## src/rtl/spm_lsu_pkg.sv

```systemverilog
// Shared definitions for the scratchpad load/store unit: size codes, bus
// direction levels, FSM states and the alignment rule.
package spm_lsu_pkg;

    localparam logic [1:0] SZ_BYTE = 2'b00;
    localparam logic [1:0] SZ_HALF = 2'b01;
    localparam logic [1:0] SZ_WORD = 2'b10;

    localparam logic READ  = 1'b1;
    localparam logic WRITE = 1'b0;

    typedef enum logic [2:0] {
        IDLE   = 3'd0,
        LD     = 3'd1,
        RMW_RD = 3'd2,
        ST     = 3'd3,
        ERR    = 3'd4,
        RESP   = 3'd5
    } state_e;

    // Size code 2'b11 behaves as a word.
    function automatic logic is_misaligned(input logic [1:0] size, input logic [1:0] addr_lo);
        logic mis;
        case (size)
            SZ_BYTE: mis = 1'b0;
            SZ_HALF: mis = addr_lo[0];
            default: mis = |addr_lo;
        endcase
        return mis;
    endfunction

endpackage

```

## src/rtl/spm_lsu_align.sv

```systemverilog
// Combinational lane logic for the big-endian scratchpad: load extract and
// extend, and sub-word store merge into the word read back from memory.
module spm_lsu_align
    import spm_lsu_pkg::*;
(
    input  logic [31:0] rd_word_i,
    input  logic [1:0]  addr_lo_i,
    input  logic [1:0]  size_i,
    input  logic        unsigned_i,
    input  logic [31:0] wdata_i,
    output logic [31:0] ld_data_o,
    output logic [31:0] st_word_o
);

    logic [7:0]  lane_b;
    logic [15:0] lane_h;

    always_comb begin
        lane_b = 8'h00;
        case (addr_lo_i)
            2'd0: lane_b = rd_word_i[31:24];
            2'd1: lane_b = rd_word_i[23:16];
            2'd2: lane_b = rd_word_i[15:8];
            2'd3: lane_b = rd_word_i[7:0];
            default: lane_b = 8'h00;
        endcase
        lane_h = addr_lo_i[1] ? rd_word_i[15:0] : rd_word_i[31:16];
    end

    always_comb begin
        ld_data_o = rd_word_i;
        case (size_i)
            SZ_BYTE: ld_data_o = unsigned_i ? {24'h000000, lane_b} : {{24{lane_b[7]}}, lane_b};
            SZ_HALF: ld_data_o = unsigned_i ? {16'h0000, lane_h} : {{16{lane_h[15]}}, lane_h};
            default: ld_data_o = rd_word_i;
        endcase
    end

    always_comb begin
        st_word_o = rd_word_i;
        case (size_i)
            SZ_BYTE: begin
                case (addr_lo_i)
                    2'd0: st_word_o[31:24] = wdata_i[7:0];
                    2'd1: st_word_o[23:16] = wdata_i[7:0];
                    2'd2: st_word_o[15:8]  = wdata_i[7:0];
                    2'd3: st_word_o[7:0]   = wdata_i[7:0];
                    default: st_word_o = rd_word_i;
                endcase
            end
            SZ_HALF: begin
                if (addr_lo_i[1]) st_word_o[15:0]  = wdata_i[15:0];
                else              st_word_o[31:16] = wdata_i[15:0];
            end
            default: st_word_o = wdata_i;
        endcase
    end

endmodule

```

## src/rtl/spm_lsu.sv

```systemverilog
// Load/store unit between the MEM stage and the scratchpad data port.
// Optional address range check: define SPM_LSU_RANGE_CHK_EN.
//
// state  | meaning
// IDLE   | ready for a request
// LD     | read access, capture extended load data
// RMW_RD | read access, capture merged word for a sub-word store
// ST     | write access
// ERR    | faulted request, no access
// RESP   | one-cycle response pulse
module spm_lsu
    import spm_lsu_pkg::*;
#(
    parameter int SPM_BYTES = 1024
) (
    input  logic        clk,
    input  logic        rst,
    input  logic        req_valid,
    output logic        req_ready,
    input  logic        req_we,
    input  logic [1:0]  req_size,
    input  logic        req_unsigned,
    input  logic [31:0] req_addr,
    input  logic [31:0] req_wdata,
    output logic        rsp_valid,
    output logic [31:0] rsp_rdata,
    output logic        rsp_misalign,
    output logic        rsp_range,
    output logic [29:0] spm_addr,
    output logic        spm_as_,
    output logic        spm_rw,
    output logic [31:0] spm_wr_data,
    input  logic [31:0] spm_rd_data
);

    state_e      state_q, state_d;
    logic        we_q, we_d;
    logic [1:0]  size_q, size_d;
    logic        uns_q, uns_d;
    logic [29:0] addr_q, addr_d;
    logic [31:0] wdata_q, wdata_d;
    logic [31:0] rdata_q, rdata_d;
    logic        mis_q, mis_d;
    logic        rng_q, rng_d;

    logic        range_hit;
    logic        req_mis;
    logic [31:0] ld_data;
    logic [31:0] st_word;

`ifdef SPM_LSU_RANGE_CHK_EN
    assign range_hit = (req_addr >= 32'(SPM_BYTES));
`else
    logic unused_addr_hi;
    assign range_hit      = 1'b0;
    assign unused_addr_hi = ^{req_addr[31:30], SPM_BYTES == 0};
`endif

    assign req_mis   = is_misaligned(req_size, req_addr[1:0]);
    assign req_ready = (state_q == IDLE) && !rst;

    spm_lsu_align u_align (
        .rd_word_i  (spm_rd_data),
        .addr_lo_i  (addr_q[1:0]),
        .size_i     (size_q),
        .unsigned_i (uns_q),
        .wdata_i    (wdata_q),
        .ld_data_o  (ld_data),
        .st_word_o  (st_word)
    );

    always_comb begin
        state_d     = state_q;
        we_d        = we_q;
        size_d      = size_q;
        uns_d       = uns_q;
        addr_d      = addr_q;
        wdata_d     = wdata_q;
        rdata_d     = rdata_q;
        mis_d       = mis_q;
        rng_d       = rng_q;
        rsp_valid   = 1'b0;
        spm_as_     = 1'b1;
        spm_rw      = READ;
        spm_addr    = 30'd0;
        spm_wr_data = 32'd0;

        case (state_q)
            IDLE: begin
                if (req_valid) begin
                    we_d    = req_we;
                    size_d  = req_size;
                    uns_d   = req_unsigned;
                    addr_d  = req_addr[29:0];
                    wdata_d = req_wdata;
                    rdata_d = 32'd0;
                    mis_d   = req_mis;
                    rng_d   = range_hit;
                    if (req_mis || range_hit) state_d = ERR;
                    else if (!req_we)         state_d = LD;
                    else if (req_size[1])     state_d = ST;
                    else                      state_d = RMW_RD;
                end
            end
            LD: begin
                spm_as_  = 1'b0;
                spm_rw   = READ;
                spm_addr = {addr_q[29:2], 2'b00};
                rdata_d  = ld_data;
                state_d  = RESP;
            end
            RMW_RD: begin
                spm_as_  = 1'b0;
                spm_rw   = READ;
                spm_addr = {addr_q[29:2], 2'b00};
                wdata_d  = st_word;
                state_d  = ST;
            end
            ST: begin
                // wdata_q already holds either the merged or the full store word
                spm_as_     = 1'b0;
                spm_rw      = WRITE;
                spm_addr    = {addr_q[29:2], 2'b00};
                spm_wr_data = wdata_q;
                state_d     = RESP;
            end
            ERR: begin
                state_d = RESP;
            end
            RESP: begin
                rsp_valid = 1'b1;
                state_d   = IDLE;
            end
            default: begin
                state_d = IDLE;
            end
        endcase
    end

    always_ff @(posedge clk or posedge rst) begin
        if (rst) begin
            state_q <= IDLE;
            we_q    <= 1'b0;
            size_q  <= SZ_BYTE;
            uns_q   <= 1'b0;
            addr_q  <= 30'd0;
            wdata_q <= 32'd0;
            rdata_q <= 32'd0;
            mis_q   <= 1'b0;
            rng_q   <= 1'b0;
        end else begin
            state_q <= state_d;
            we_q    <= we_d;
            size_q  <= size_d;
            uns_q   <= uns_d;
            addr_q  <= addr_d;
            wdata_q <= wdata_d;
            rdata_q <= rdata_d;
            mis_q   <= mis_d;
            rng_q   <= rng_d;
        end
    end

    assign rsp_rdata    = rdata_q;
    assign rsp_misalign = mis_q;
    assign rsp_range    = rng_q;

    logic unused_we;
    assign unused_we = we_q;

endmodule

```

## config.mk

```make
export PLATFORM = sky130hd
export DESIGN_NAME = spm_lsu
export DESIGN_NICKNAME = d
export VERILOG_FILES = /design/src/rtl/spm_lsu_pkg.sv /design/src/rtl/spm_lsu_align.sv /design/src/rtl/spm_lsu.sv
export SDC_FILE = /design/constraint.sdc
export NUM_CORES = 1
export LEC_CHECK = 0
export CORE_MARGIN = 4
export CORE_UTILIZATION = 49
export CTS_CLUSTER_DIAMETER = 200
export DETAILED_ROUTE_END_ITERATION = 10
export PLACE_DENSITY = 0.87
export SETUP_SLACK_MARGIN = 0.15
export SYNTH_ARGS = -nofsm -noshare
export SYNTH_HDL_FRONTEND = slang
export SYNTH_SLANG_ARGS = --single-unit
```

## constraint.sdc

```tcl
create_clock -name clk -period 7.3 [get_ports clk]
set_input_delay 1.46 -clock clk [delete_from_list [all_inputs] [get_ports clk]]
set_output_delay 1.46 -clock clk [all_outputs]
set_load 0.005 [all_outputs]
```

---- Word level (Yosys, flattened, before mapping) ----
Cells that the tools add are included.
word-level totals
  input bits .............................. 103
  register bits after elaboration ......... 101
  word-level logic and storage cells ...... 66
  output and inout port bits .............. 100
operators by class
  equal/unequal tests ..................... 14
  reductions and logical operators ........ 16
  mux-type cells .......................... 27
operators by type and width
  operator                                                number
  case mux 32 bit (2 select lines)                        4
  2-to-1 mux 32 bit                                       5
  2-to-1 mux 16 bit                                       3
  2-to-1 mux 8 bit                                        4
  case mux 8 bit (4 select lines)                         1
  2-to-1 mux 30 bit                                       1
  case mux 3 bit (3 select lines)                         1
  == test 2 x 1 -> 1 bit (second input constant)          3
  == test 3 x 2 -> 1 bit (second input constant)          2
  == test 3 bit (second input constant)                   2
  zero test 2 bit                                         3
  2-to-1 mux 3 bit                                        2
  inequality test 3 bit (second input constant)           2
  OR reduction 3 bit                                      2
  AND reduction 5 bit                                     1
  == test 2 bit (second input constant)                   2
  2-to-1 mux 1 bit                                        4
  AND reduction 2 bit                                     2
  AND reduction 4 bit                                     1
  nonzero test 2 bit                                      2
  == test 3 x 1 -> 1 bit (second input constant)          1
  zero test 3 bit                                         1
  inequality test 3 x 1 -> 1 bit (second input constant)  1
  AND reduction 3 bit                                     1
  6 further kinds                                         6

---- Longest topological paths before layout ----
Gate-level depths: netlist of the first run.
  depth in word-level cells ............... 5
  mapped depth ............................ 7
  mapped depth without buffers ............ 4

---- Cells and area by module ----
From an unflattened synthesis of the first run, not the netlist that was laid out.
unflattened totals
  cells, all modules ...................... 586
  area, all modules ....................... 6187.2 µm²
by module, submodules not included
  module         seq. area each (µm²)  area an instance (µm²)  times used  cells an instance
  spm_lsu        2527.4                4424.2                  1           348
  spm_lsu_align  0.0                   1762.9                  1           238

---- Worst setup path before layout of the first run ----
Ideal clock, no wire load.
  kind .................................... input-to-output
  start ................................... input port rst
  end ..................................... output port req_ready
  path buffers ............................ 0
  arrival time ............................ 1.676 ns
  data required time ...................... 5.840 ns
  stages .................................. 1
  path slack .............................. 4.164 ns
  cells stage by stage .................... nor4_1
between the ends
  longest elaborated chain between the ends .. 2
ends and longest elaborated chain
  element                           RTL line       text
  start, declared                   spm_lsu.sv:17  input logic rst,
  zero test 1 bit (no source line)  --
  logical AND 1 bit                 spm_lsu.sv:60  assign req_ready = (state_q == IDLE) && !rst;
  end, declared                     spm_lsu.sv:19  output logic req_ready,
No other way between the ends.

---- Worst setup path in the final report of the first run ----
  start ................................... register state_q[1]
  end ..................................... output port spm_wr_data[2]
between the ends
  longest elaborated chain between the ends .. 2
ends and longest elaborated chain
  element                 RTL line        text
  start, declared         spm_lsu.sv:36   state_e state_q, state_d;
  start signal, assigned  spm_lsu.sv:152  state_q <= state_d;
  == test 3 x 2 -> 1 bit  spm_lsu.sv:88   case (state_q)
  2-to-1 mux 32 bit       spm_lsu.sv:88
  end, declared           spm_lsu.sv:32   output logic [31:0] spm_wr_data,
No other way between the ends.

==> impl_metrics.csv, run 1 <==
group,metric,value,unit
die,die_h,115,um
routing,num_vias,5272,
clock_network,cts_sinks,101,
synth,synth_cell_types,56,
cells_and_area,antenna_cells,0,
synth,synth_area,5570,um^2
critical_path,ff2ff_setup_slack,4.54,ns
clock_network,htreeDepth,3,
cells_and_area,fillCellCount,821,
clock_network,cts_tree,"done",
clock_network,cts_setup_buffers,0,
placed_design,port_buffers,197,
grt,grt_max_degree,74,
synth,synthCells,565,
flow_run,maxCapViolations,0,
synth,synth_seq_cells,101,
clock_network,postCtsHoldBufs,0,
critical_path,startpoint,"state_q[1]",
critical_path,crit_path_start_kind,"register",
sta,rsz0062_at_grt,"no",
synth,synth.avg_cell_area,9.85,um^2
sta,max_freq,231,MHz
cells_and_area,drive_gt1_share,7.35,%
hold_path,min_from,"rsp_rdata[8]",
grt,grt_pass1_vias,5254,
routing,drt.antenna.violating_nets,0,
cells_and_area,layout.nets,833,
sta,fin_skew,0.00920,ns
status,status,"finished clean",
grt,grt_antenna_before_repair,0,
sta,relSlewSlack,22.7,%
cells_and_area,final_common_cell,"clkdlybuf4s50_1",
power_and_ir_drop,power-per-cell-area,375,nW/um^2
synth,yosysWarnings,0,
critical_path,crit_required,5.84,ns
die,rows,38,
clock_network,clock_latency,0.35,ns
critical_path,cp.arrival,2.87,ns
sta,timing.final.crit_share,59.3,%
cells_and_area,areaGrowthSynthToFinish,40.4,%
synth,synth_edf_count,0,
critical_path,r2r-start,"size_q[1]",
clock_network,cts-resized-gates,0,
die,core-area,11000,um^2
synth,synth_top_area_share,45.4,%
clock_network,cts_buffer_depth,2,
routing,drcViolationCount,0,
routing,avgRoutedWirePerCell,20.1,um
critical_path,critPathCaptureType,"output pin",
critical_path,path_max_fanout,25,
power_and_ir_drop,power,2.93,mW
placed_design,gp_congestion,0.928,
sta,period_needed,4.33,ns
synth,yosysSeqAreaShare,45.4,%
synth,async_flop_share,100,%
die,die_x,115,um
sta,timing.setup.tns,0,ns
grt,grt_pass1_wl,27700,um
grt,grtUsageTotal,26.7,%
die,dieArea,13100,um^2
grt,overflow,0,
critical_path,rr_endpoint,"wdata_q[12]",
power_and_ir_drop,power_leakage,3.15,nW
critical_path,endpoint,"spm_wr_data[2]",
routing,wl,17600,um
sta,hold_violations,0,
sta,worstMarginPinSlew,1.16,ns
synth,synth_ff_type,"dfrtp_1",
routing,drt_iter0_drc,452,
clock_network,cts_made_buffers,9,
power_and_ir_drop,peakVddDrop,220,uV
routing,dr.pass1.iters,5,
placed_design,hpwl,13100,um
critical_path,r2r.worst_path.cells,4,
sta,hold-worst-slack,0.483,ns
sta,finalSetupViolations,0,
die,io_pins,203,
critical_path,crit_type,"reg -> out",
synth,yosys-top-cells-area,"dfrtp_1, mux2_1, and2_1",
die,start_util,50.7,%
cells_and_area,ff_latch_area,2530,um^2
clock_network,clock-root-buffer,"clkbuf_16",
synth,yosysTopAreaCell,"dfrtp_1",
cells_and_area,multiInputGateArea,2770,um^2
sta,drv_slew,0,
clock_network,clk_pin_slew,0.07,ns
routing,viasPerCell,6.03,
hold_path,hold_class,"reg -> reg",
cells_and_area,final_cell_mix,"clkdlybuf4s50_1, dfrtp_1, and2_1",
-- flip-flops by register name, summed over array words and instances, names as in the netlist --
signal / cells
addr_q: 30
rsp_rdata: 32
size_q: 2
uns_q: 1
state_q: 3
wdata_q: 32
rsp_misalign: 1
-- synthesized netlist by cell type, types with 9 or more instances --
cell	number
a31oi_1	10
dfrtp_1	101
o21ai_0	22
and2_1	53
inv_1	10
a221o_1	16
mux2i_1	10
buf_2	13
clkbuf_1	26
nor3b_1	16
nor2_1	27
nand3_1	13
nand2_1	40
o21ai_1	12
a21oi_1	35
mux2_1	31
a21o_1	9
-- through the flow --
step	worst slack, ns	area [um^2]	utilization (%)	std cells
after floorplan	3.19	5570	-	567
after global placement	3.16	7540	68.7	859
after detailed placement	3.18	7540	68.7	859
after CTS	2.83	7810	71.1	875
after global routing	2.71	7810	71.1	875
final	2.97	7810	71.1	875
-- power by group --
| part | switching, mW | internal (mW) | leakage [nW] |
|---|---|---|---|
| Combinational | 0.702 | 0.747 | 1.80 |
| Sequential | 0.215 | 0.827 | 1.23 |
| Clock | 0.210 | 0.232 | 0.126 |
| Total | 1.13 | 1.81 | 3.15 |
-- layout make-up --
cell class | count | area share, %
clock buffers | 11 | 2.98
inverters | 14 | 0.705
repair buffers | 203 | 25.8
flip-flops and latches | 101 | 32.3
multi-input cells | 401 | 35.4
clock inverters | 5 | 0.480
well taps | 140 | 2.24
-- critical path, stage by stage, from the launching register on --
cell and delay, ns:
dfrtp_1 0.60, nand2_1 0.10, nor2_1 0.88, inv_2 0.20
nor2_1 0.17, clkdlybuf4s50_1 0.56
-- cells by family (layout without fill, tap and decap cells) --
group | count (synthesis) | after routing | share of synthesized area [%]
AOI/OAI and AO/OA | 171 | 171 | 21.9
other | 1 | 3 | 0.0674
and+or+nand+nor | 178 | 178 | 17.5
buffers and inverters | 65 | 233 | 5.17
muxes | 49 | 49 | 9.89
DFF | 101 | 101 | 45.4
-- worst min-delay path by stage --
stage | to | cells past startpoint
CTS | addr_q[16] | 1
global route | addr_q[16] | 1
floorplan | addr_q[7] | 1
detailed placement | rsp_rdata[12] | 1
finish | rsp_rdata[8] | 1
global placement | rsp_rdata[12] | 1
-- metal layers --
layer	routed length (um)	vias up	track usage [%]
met1	7080	2610	35.7
met4	300	0	7.05
li1	-	2384	-
met5	0	-	0
met2	8520	255	44.1
met3	1650	23	6.03
Power figures use the tool's default switching activity.
==> run 2: changes to the inputs <==
--- a/config.mk
+++ b/config.mk
@@ -6,10 +6,10 @@
 export NUM_CORES = 1
 export LEC_CHECK = 0
 export CORE_MARGIN = 4
-export CORE_UTILIZATION = 49
+export CORE_UTILIZATION = 41
 export CTS_CLUSTER_DIAMETER = 200
 export DETAILED_ROUTE_END_ITERATION = 10
-export PLACE_DENSITY = 0.87
+export PLACE_DENSITY = 0.78
 export SETUP_SLACK_MARGIN = 0.15
 export SYNTH_ARGS = -nofsm -noshare
 export SYNTH_HDL_FRONTEND = slang
==> constraint.sdc (replaced) <==
create_clock -name clk -period 3.81 [get_ports clk]
set_input_delay 0.762 -clock clk [delete_from_list [all_inputs] [get_ports clk]]
set_output_delay 0.762 -clock clk [all_outputs]
set_load 0.005 [all_outputs]
==> impl_metrics.csv, run 2 (synthesized netlist as in run 1, its figures left out) <==
group,metric,value,unit
clock_network,cts_made_buffers,9,
critical_path,max_stage_delay,0.61,ns
critical_path,r2r-start,"size_q[0]",
clock_network,clock-root-buffer,"clkbuf_16",
critical_path,crit_type,"reg -> out",
clock_network,clk_pin_slew,0.06,ns
power_and_ir_drop,switching_share,38.3,%
critical_path,crit_path_start_kind,"register",
placed_design,hpwl,13400,um
power_and_ir_drop,clockPowerShare,14.8,%
hold_path,hold_class,"reg -> reg",
power_and_ir_drop,combPwrFrac,48.5,%
clock_network,htreeDepth,3,
die,rows,42,
routing,drt.antenna.violating_nets,0,
hold_path,min_to,"addr_q[12]",
sta,drv_slew,0,
grt,overflow,0,
grt,grt_pass1_wl,28400,um
flow_run,maxCapViolations,0,
routing,route.met2.wl,8270,um
cells_and_area,antenna_cells,0,
die,die_x,125,um
sta,fin_skew,0.00578,ns
cells_and_area,final_common_cell,"clkdlybuf4s50_1",
routing,viasPerCell,5.67,
critical_path,rr_endpoint,"wdata_q[31]",
grt,grtUsageTotal,22.7,%
hold_path,min_from,"addr_q[12]",
critical_path,crit_top_cell,"nor2_1",
sta,timing.setup.tns,0,ns
clock_network,cts_setup_buffers,0,
die,start_util,42.0,%
clock_network,clock_latency,0.35,ns
sta,relSlewSlack,16.9,%
cells_and_area,fin_util,59.5,%
hold_path,min_path_cells,1,
sta,worstMarginPinSlew,1.25,ns
cells_and_area,layout.nets,837,
routing,avgRoutedWirePerCell,19.6,um
die,dieArea,15500,um^2
routing,wl_met3,1630,um
clock_network,cts_tree,"done",
critical_path,critPathCaptureType,"output pin",
critical_path,cp.arrival,2.17,ns
critical_path,crit_chain,"nor2_1 -> nor2_1 -> buf_4 -> and2_1 -> clkdlybuf4s50_1",
routing,top_layer,"met4",
routing,drcViolationCount,0,
power_and_ir_drop,peakVddDrop,386,uV
die,io_pins,203,
cells_and_area,ff_latch_area,2530,um^2
routing,drt_iter0_drc,347,
placed_design,port_buffers,197,
cells_and_area,areaGrowthSynthToFinish,41.6,%
routing,wl_met1,7540,um
clock_network,cts_buffer_depth,2,
sta,period_needed,2.94,ns
cells_and_area,drive_gt1_share,7.46,%
sta,hold-worst-slack,0.488,ns
cells_and_area,final_cell_mix,"clkdlybuf4s50_1, dfrtp_1, and2_1",
sta,hold_violations,0,
critical_path,path_max_fanout,29,
critical_path,crit_path_top_delay_cell,"dfrtp_1",
grt,grt_pass1_vias,5244,
cells_and_area,fillCellCount,1111,
sta,timing.final.crit_share,77.0,%
power_and_ir_drop,power,5.61,mW
critical_path,r2r.worst_path.cells,4,
die,die_h,125,um
power_and_ir_drop,power_leakage,3.17,nW
power_and_ir_drop,p_int,3.46,mW
critical_path,ff2ff_setup_slack,1.06,ns
sta,max_freq,341,MHz
clock_network,cts-resized-gates,0,
die,core-area,13200,um^2
clock_network,postCtsHoldBufs,0,
sta,rsz0062_at_grt,"no",
sta,finalSetupViolations,0,
cells_and_area,multiInputGateArea,2760,um^2
placed_design,gp_congestion,0.924,
routing,dr.pass1.iters,5,
grt,grt_max_degree,53,
clock_network,cts_sinks,101,
routing,num_vias,5178,
status,status,"finished clean",
routing,wl,17900,um
power_and_ir_drop,pwr-share-seq,36.6,%
power_and_ir_drop,power-per-cell-area,712,nW/um^2
power_and_ir_drop,p_sw,2.15,mW
critical_path,crit_required,3.05,ns
grt,grt_antenna_before_repair,0,
## run 2: cell count changes in the layout (fill, tap and decap cells not counted), sizes merged
| cell | before | now |
|---|---|---|
| buf | 6 | 10 |
| clkinv | 3 | 1 |
| clkbuf | 11 | 10 |
| clkinvlp | 2 | 3 |
## run 2: per-stage QoR
stage          area, um^2  instances  setup WS (ns)
6_report             7880        913          0.875
5_1_grt              7880        913          0.710
3_5_place_dp         7620        899          0.849
2_1_floorplan        5570        567          0.401
4_1_cts              7880        913          0.855
3_3_place_gp         7620        899          0.904
## run 2: worst max path at each step
stage | end | slack (ns) | cells after the start | start
6_report | spm_addr[26] | 0.87 | 5 | state_q[1]
5_1_grt | spm_wr_data[5] | 0.71 | 6 | state_q[1]
4_1_cts | spm_addr[26] | 0.85 | 5 | state_q[1]
3_5_place_dp | wdata_q[3] | 0.85 | 5 | req_valid
3_3_place_gp | wdata_q[7] | 0.90 | 5 | req_valid
2_1_floorplan | addr_q[0] | 0.40 | 1 | rst
## run 2: power by group through the flow
stage	combinational (mW)	clock (mW)	sequential [mW]
3_5_place_dp	2.71	0	2.05
5_1_grt	2.97	0.890	2.13
2_1_floorplan	1.77	0	1.83
6_report	2.72	0.833	2.06
4_1_cts	2.73	0.848	2.05
3_3_place_gp	2.63	0	2.02
## run 2: worst max-delay path, delay by kind of cell (launching register included)
| family | cells | cell delay, ns |
|---|---|---|
| buffers and inverters | 2 | 0.78 |
| AND/OR/NAND/NOR | 3 | 0.43 |
| flip-flops | 1 | 0.61 |
## run 2: final cells by class
type,count,area share [%]
Clock buffer,10,2.91
Clock inverter,4,0.349
Inverter,14,0.699
Multi-Input combinational cell,401,35.0
Sequential cell,101,32.1
Tap cell,176,2.79
Timing Repair Buffer,207,26.1
## run 2: layer usage
metal  vias to the layer above  GRT usage, %
li1                       2387             -
met1                      2506          30.2
met2                       245          34.7
met3                        40          6.99
met4                         0          8.70
met5                         -             0
